`src/rtl/uart_pkg.sv`:
```
// Shared UART definitions: receiver state encoding, default frame/oversample
// constants common to transmitter, receiver and baud generator.
package uart_pkg;

  localparam int UART_OVERSAMPLE = 16;
  localparam int UART_DATA_BITS  = 8;

  typedef enum logic [2:0] {
    IDLE      = 3'd0,
    START     = 3'd1,
    DATA      = 3'd2,
    PARITY    = 3'd3,
    STOP      = 3'd4,
    WAIT_IDLE = 3'd5
  } uart_state_e;

  // Odd sense simply inverts the even-parity mismatch.
  function automatic logic parity_mismatch(input logic data_xor, input logic pbit, input logic odd);
    return data_xor ^ pbit ^ odd;
  endfunction

endpackage

```
`src/rtl/uart_sipo.sv`:
```
// Serial-in/parallel-out word register for the UART receiver; serial data enters
// the MSB and moves right, so an LSB-first stream lands in natural bit order.
module uart_sipo
  import uart_pkg::*;
#(
  parameter int DATA_BITS = UART_DATA_BITS
) (
  input  logic                 clk,
  input  logic                 rst_n,
  input  logic                 shift_en,
  input  logic                 serial_in,
  output logic [DATA_BITS-1:0] par_out
);

  logic [DATA_BITS-1:0] shreg_q;

  always_ff @(posedge clk or negedge rst_n) begin
    if (!rst_n) begin
      shreg_q <= '0;
    end else if (shift_en) begin
      shreg_q <= {serial_in, shreg_q[DATA_BITS-1:1]};
    end else begin
      shreg_q <= shreg_q;
    end
  end

  assign par_out = shreg_q;

endmodule

```
`src/rtl/uart_rx_sipo.sv`:
```
// Oversampling UART receiver: 2-flop line synchronizer, start validation, mid-bit
// sampling and framing check. Optional parity bit enabled by `define UART_RX_PARITY_EN.
module uart_rx_sipo
  import uart_pkg::*;
#(
  parameter int DATA_BITS  = UART_DATA_BITS,
  parameter int OVERSAMPLE = UART_OVERSAMPLE,
  parameter int PARITY_ODD = 0
) (
  input  logic                 clk,
  input  logic                 rst_n,
  input  logic                 sample_tick,
  input  logic                 rx_in,
  output logic [DATA_BITS-1:0] rx_data,
  output logic                 rx_valid,
  output logic                 frame_err,
  output logic                 parity_err,
  output logic                 rx_busy
);

  localparam int TICK_W = $clog2(OVERSAMPLE);
  localparam int BIT_W  = $clog2(DATA_BITS);
  localparam logic [TICK_W-1:0] TICK_MID  = TICK_W'(OVERSAMPLE / 2 - 1);
  localparam logic [TICK_W-1:0] TICK_LAST = TICK_W'(OVERSAMPLE - 1);
  localparam logic [BIT_W-1:0]  BIT_LAST  = BIT_W'(DATA_BITS - 1);
`ifdef UART_RX_PARITY_EN
  localparam uart_state_e AFTER_DATA = PARITY;
`else
  localparam uart_state_e AFTER_DATA = STOP;
`endif

  if (DATA_BITS < 5 || DATA_BITS > 8 || OVERSAMPLE < 8 || (OVERSAMPLE % 2) != 0 ||
      PARITY_ODD < 0 || PARITY_ODD > 1) begin : g_bad_cfg
    $error("uart_rx_sipo: unsupported parameter combination");
  end

  logic                 sync1_q;
  logic                 rx_s_q;
  uart_state_e          state_q;
  logic [TICK_W-1:0]    tick_cnt_q;
  logic [BIT_W-1:0]     bit_cnt_q;
  logic [DATA_BITS-1:0] rx_data_q;
  logic                 rx_valid_q;
  logic                 frame_err_q;
  logic                 rx_busy_q;
  logic                 shift_en_s;
  logic [DATA_BITS-1:0] shreg_s;
`ifdef UART_RX_PARITY_EN
  logic                 par_pend_q;
  logic                 parity_err_q;
`endif

  // Idle-high reset value keeps a reset release from looking like a start edge.
  always_ff @(posedge clk or negedge rst_n) begin
    if (!rst_n) begin
      sync1_q <= 1'b1;
      rx_s_q  <= 1'b1;
    end else begin
      sync1_q <= rx_in;
      rx_s_q  <= sync1_q;
    end
  end

  assign shift_en_s = sample_tick && (state_q == DATA) && (tick_cnt_q == TICK_LAST);

  uart_sipo #(.DATA_BITS(DATA_BITS)) u_sipo (
    .clk       (clk),
    .rst_n     (rst_n),
    .shift_en  (shift_en_s),
    .serial_in (rx_s_q),
    .par_out   (shreg_s)
  );

  always_ff @(posedge clk or negedge rst_n) begin
    if (!rst_n) begin
      state_q     <= IDLE;
      tick_cnt_q  <= '0;
      bit_cnt_q   <= '0;
      rx_data_q   <= '0;
      rx_valid_q  <= 1'b0;
      frame_err_q <= 1'b0;
      rx_busy_q   <= 1'b0;
`ifdef UART_RX_PARITY_EN
      par_pend_q   <= 1'b0;
      parity_err_q <= 1'b0;
`endif
    end else begin
      rx_valid_q  <= 1'b0;
      frame_err_q <= 1'b0;
`ifdef UART_RX_PARITY_EN
      parity_err_q <= 1'b0;
`endif
      if (sample_tick) begin
        tick_cnt_q <= tick_cnt_q + TICK_W'(1);
        case (state_q)
          IDLE: begin
            tick_cnt_q <= '0;
            if (!rx_s_q) begin
              state_q   <= START;
              rx_busy_q <= 1'b1;
            end
          end
          START: begin
            if (tick_cnt_q == TICK_MID) begin
              tick_cnt_q <= '0;
              bit_cnt_q  <= '0;
              if (!rx_s_q) begin
                state_q <= DATA;
              end else begin
                state_q   <= IDLE;
                rx_busy_q <= 1'b0;
              end
            end
          end
          DATA: begin
            if (tick_cnt_q == TICK_LAST) begin
              tick_cnt_q <= '0;
              bit_cnt_q  <= bit_cnt_q + BIT_W'(1);
              if (bit_cnt_q == BIT_LAST) begin
                state_q <= AFTER_DATA;
              end
            end
          end
`ifdef UART_RX_PARITY_EN
          PARITY: begin
            if (tick_cnt_q == TICK_LAST) begin
              tick_cnt_q <= '0;
              par_pend_q <= parity_mismatch(^shreg_s, rx_s_q, PARITY_ODD != 0);
              state_q    <= STOP;
            end
          end
`endif
          STOP: begin
            if (tick_cnt_q == TICK_LAST) begin
              tick_cnt_q <= '0;
              if (rx_s_q) begin
                rx_data_q  <= shreg_s;
                rx_valid_q <= 1'b1;
`ifdef UART_RX_PARITY_EN
                parity_err_q <= par_pend_q;
`endif
                state_q    <= IDLE;
                rx_busy_q  <= 1'b0;
              end else begin
                frame_err_q <= 1'b1;
                state_q     <= WAIT_IDLE;
              end
            end
          end
          // A held-low line (break) must return high before a new start is accepted.
          WAIT_IDLE: begin
            tick_cnt_q <= '0;
            if (rx_s_q) begin
              state_q   <= IDLE;
              rx_busy_q <= 1'b0;
            end
          end
          default: begin
            tick_cnt_q <= '0;
            state_q    <= IDLE;
            rx_busy_q  <= 1'b0;
          end
        endcase
      end
    end
  end

  assign rx_data   = rx_data_q;
  assign rx_valid  = rx_valid_q;
  assign frame_err = frame_err_q;
  assign rx_busy   = rx_busy_q;
`ifdef UART_RX_PARITY_EN
  assign parity_err = parity_err_q;
`else
  assign parity_err = 1'b0;
`endif

endmodule

```
`config.mk`:
```
export PLATFORM = sky130hd
export DESIGN_NAME = uart_rx_sipo
export DESIGN_NICKNAME = d
export VERILOG_FILES = /design/src/rtl/uart_pkg.sv /design/src/rtl/uart_sipo.sv /design/src/rtl/uart_rx_sipo.sv
export SDC_FILE = /design/constraint.sdc
export NUM_CORES = 1
export LEC_CHECK = 0
export ABC_AREA = 1
export BUFFER_PORTS_ARGS = -buffer_cell sky130_fd_sc_hd__buf_2
export CAP_MARGIN = 20
export CORE_MARGIN = 1.5
export CORE_UTILIZATION = 30
export DETAILED_ROUTE_END_ITERATION = 10
export PLACE_DENSITY_LB_ADDON = 0.2
export SYNTH_ARGS = -nofsm -noshare
export SYNTH_HDL_FRONTEND = slang
export SYNTH_SLANG_ARGS = --single-unit
export TNS_END_PERCENT = 10
```
`constraint.sdc`:
```
create_clock -name clk -period 3.97 [get_ports clk]
set_input_delay 0.5955 -clock clk [delete_from_list [all_inputs] [get_ports clk]]
set_output_delay 0.5955 -clock clk [all_outputs]
set_load 0.03 [all_outputs]
```
==> metrics.md <==
| Metric | Value |
|---|---|
| Status | completed |
| Fin crit share | 0.3931 |
| Hold-fix buffer count after cts | 0 |
| WP data required | 4130 ps |
| Pleak | 0.8905 nW |
| Setup Skew | 5.178 ps |
| Pre-antenna DRT Iters | 4 |
| Post-Syn Nets | 176 |
| Core area | just under 0.005 mm² |
| Max transition margin | 0.5382 |
| Sequential share of the synthesized area | 0.5086 |
| Hold crit path type | input port to async pin |
| Largest area contributor in the netlist | dfrtp_1 |
| Final slew viol count | 0 |
| Multiplexer share of the synthesized area | 0 |
| First-pass GRT wire length | 4616 µm |
| Vias per inst | 4.340 |
| Internal reg-to-reg setup slack | 2410 ps |
| HPWL after DPL | 1900 µm |
| Vias in the first global route | 1011 |
| Total gr overflow | 0 |
| Critical R2R Capture | rx_data[4] |
| Setup TNS | 0 ps |
| Register bit total from synthesis | 31 |
| Share of layout cells above drive strength 1 | 0.2742 |
| Diode count | 0 |
| Die Ht | 74.42 µm |
| Initial Utilization | 0.3177 |
| CP Class | flop to flop |
| Most common cell after layout, fill and taps aside | nand2_1 |
| Post-synthesis simple-gate area fraction | 0.2805 |
| Cell Area, Synth | 0.001530 mm² |
| Dominant cells by area after synthesis | dfrtp_1, nand2_1, o21ai_2 |
| All-layer global routing usage | 0.1129 |
| Final worst path period need | 1561 ps |
| Synth Area per Inst | 9.055 µm² |
| GP Congestion | 0.7620 |
| CP Launch Point | tick_cnt_q[1] |
| Placement Setup Slack | 2264 ps |
| Arrival @ worst endpoint | 1730 ps |
| Worst skew pair latency | 280 ps |
| Port Buf Inserts | 14 |
| Max-Cap Viols | 0 |
| Chip width | about 74 µm |
| Initial antenna violation count | 0 |
| Fin worst setup slack | 2409 ps |
| H-Tree Depth | 2 |
| Synthesized instance count | 169 |
| Die area | 0.005538 mm² |
| Layout Area Growth over Synthesis | 14.80% |
| Final setup viols | 0 |
| Drt first-iter violations | 42 |
| Commonest cells after routing, fill and taps aside | nand2_1, dfrtp_1, inv_1 |
| Final hold vios | 0 |
| Row count | 25 |
| CTS root buf | clkbuf_8 |
| Slew @ Worst Pin | between 600 and 700 ps |
| CTS Buf Count | 5 |
| Clk slew on worst S/H paths | 70 ps |
| Post-synthesis adder-cell area fraction | 0.02453 |
| Setup Fix Bufs, Post-CTS | 0 |
| Total number of vias | 1098 |
| Longest Clk Path Bufs | 2 |
| Routed Antenna Nets | 0 |
| CP endpoint kind | flop |
| Reg2reg path depth | 6 |
| Largest family of logic cells by synthesized area | simple AND/OR/NAND/NOR gates |
| Post-CTS sizing | 0 |
| Library cells used by synthesis | 25 |
| CP max FO | 16 |
| Final nets | approximately 190 |
| Drt drc | 0 |
| Synth Area in Compound Gates | 0.1022 |
| FMAX | 0.6407 GHz |
| Detailed Route WL | about 2700 µm |
| Launch point of the worst reg-to-reg path | tick_cnt_q[1] |
| CTS Sinks | 31 |
| Share of the synthesized area in the top cell type | 0.4742 |
| TritonCTS clock tree | yes |
| Ys Warns | 0 |
| I/O pin count | 16 |
| Startpoint Class | flop |
| Post-DR wirelength/cell | 10.59 µm |
| Xor/xnor share of the synthesized area | 0.005724 |
| Largest net degree at the start of global routing | 32 |
| Unrepaired setup endpoints after global routing | false |
| Maximum vdd ir drop | about 0.24 mV |
| Power per Cell Area | 518.1 mW/mm² |
==> critical path: stages (launching register included) <==
cell and delay, ps:
dfrtp_1 390, ha_1 280, nand3_4 150, nor2_4 150, nand4_4 250, nand2_1 160, o21ai_2 60
==> cell usage after synthesis (all sizes together) <==
master  instances
nand3b          2
xor2            1
dfstp           2
nor2           12
buf             4
ha              3
nand2          52
nand4           4
o21ai          17
dfrtp          29
nand3          17
a21oi           3
clkbuf          1
inv            19
conb            1
nor3            2
==> routing by layer <==
layer	track usage	vias to the layer above	wire length [µm]
li1	-	567	-
met2	0.1677	16	1207
met3	0.02981	5	84
met4	0.06667	0	61
met5	0	-	0
met1	0.1480	510	1328
==> how the worst max path moves through the flow <==
stage / to / slack, ps / cells after the start
global route: rx_data[0] / 2260 / 7
detailed placement: rx_data[7] / 2260 / 6
CTS: rx_data[4] / 2400 / 6
finish: rx_data[4] / 2410 / 6
floorplan: rx_data[5] / 2620 / 7
global placement: rx_data[3] / 2280 / 6
==> power breakdown <==
part	total, mW	leakage, nW	internal [mW]	switching (mW)
clock	0.323	0.0612	0.203	0.120
combinational	0.210	0.409	0.0686	0.142
sequential	0.377	0.420	0.344	0.0332
==> kinds of logic after synthesis <==
kind of cell / Yosys count
AOI/OAI and AO/OA: 20
and+or+nand+nor: 89
adders and majority gates: 3
buffers and inverters: 24
DFF: 31
xor gates and xnor gates: 1
other: 1
==> cell type report <==
type,instances,area [µm²]
Tap cell,67,83.83
Sequential cell,31,778.2
Inverter,19,71.32
Fill cell,528,3060
Clock buffer,6,82.58
Timing Repair Buffer,14,70.07
Clock inverter,2,35.03
Multi-Input combinational cell,114,635.6
==> through the flow <==
step | area, µm² | hold slack (ps) | utilization | std cells | power, mW
detailed placement | 1639 | 347.3 | 0.3403 | 245 | 0.5971
global placement | 1639 | 345.9 | 0.3403 | 245 | 0.5987
global route | 1757 | 364.4 | 0.3647 | 253 | 0.9677
floorplan | 1530 | 299.9 | - | 169 | 0.5524
finish | 1757 | 352.4 | 0.3647 | 253 | 0.9102
CTS | 1757 | 357.0 | 0.3647 | 253 | 0.9257
==> registers in the layout (all words and copies together), names as in the netlist <==
signal / count
bit_cnt_q: 3
frame_err: 1
rx_busy: 1
rx_data: 8
rx_s_q: 1
rx_valid: 1
state_q: 3
sync1_q: 1
tick_cnt_q: 4
u_sipo.par_out: 8
No activity file was read; power rests on OpenSTA's default activity.
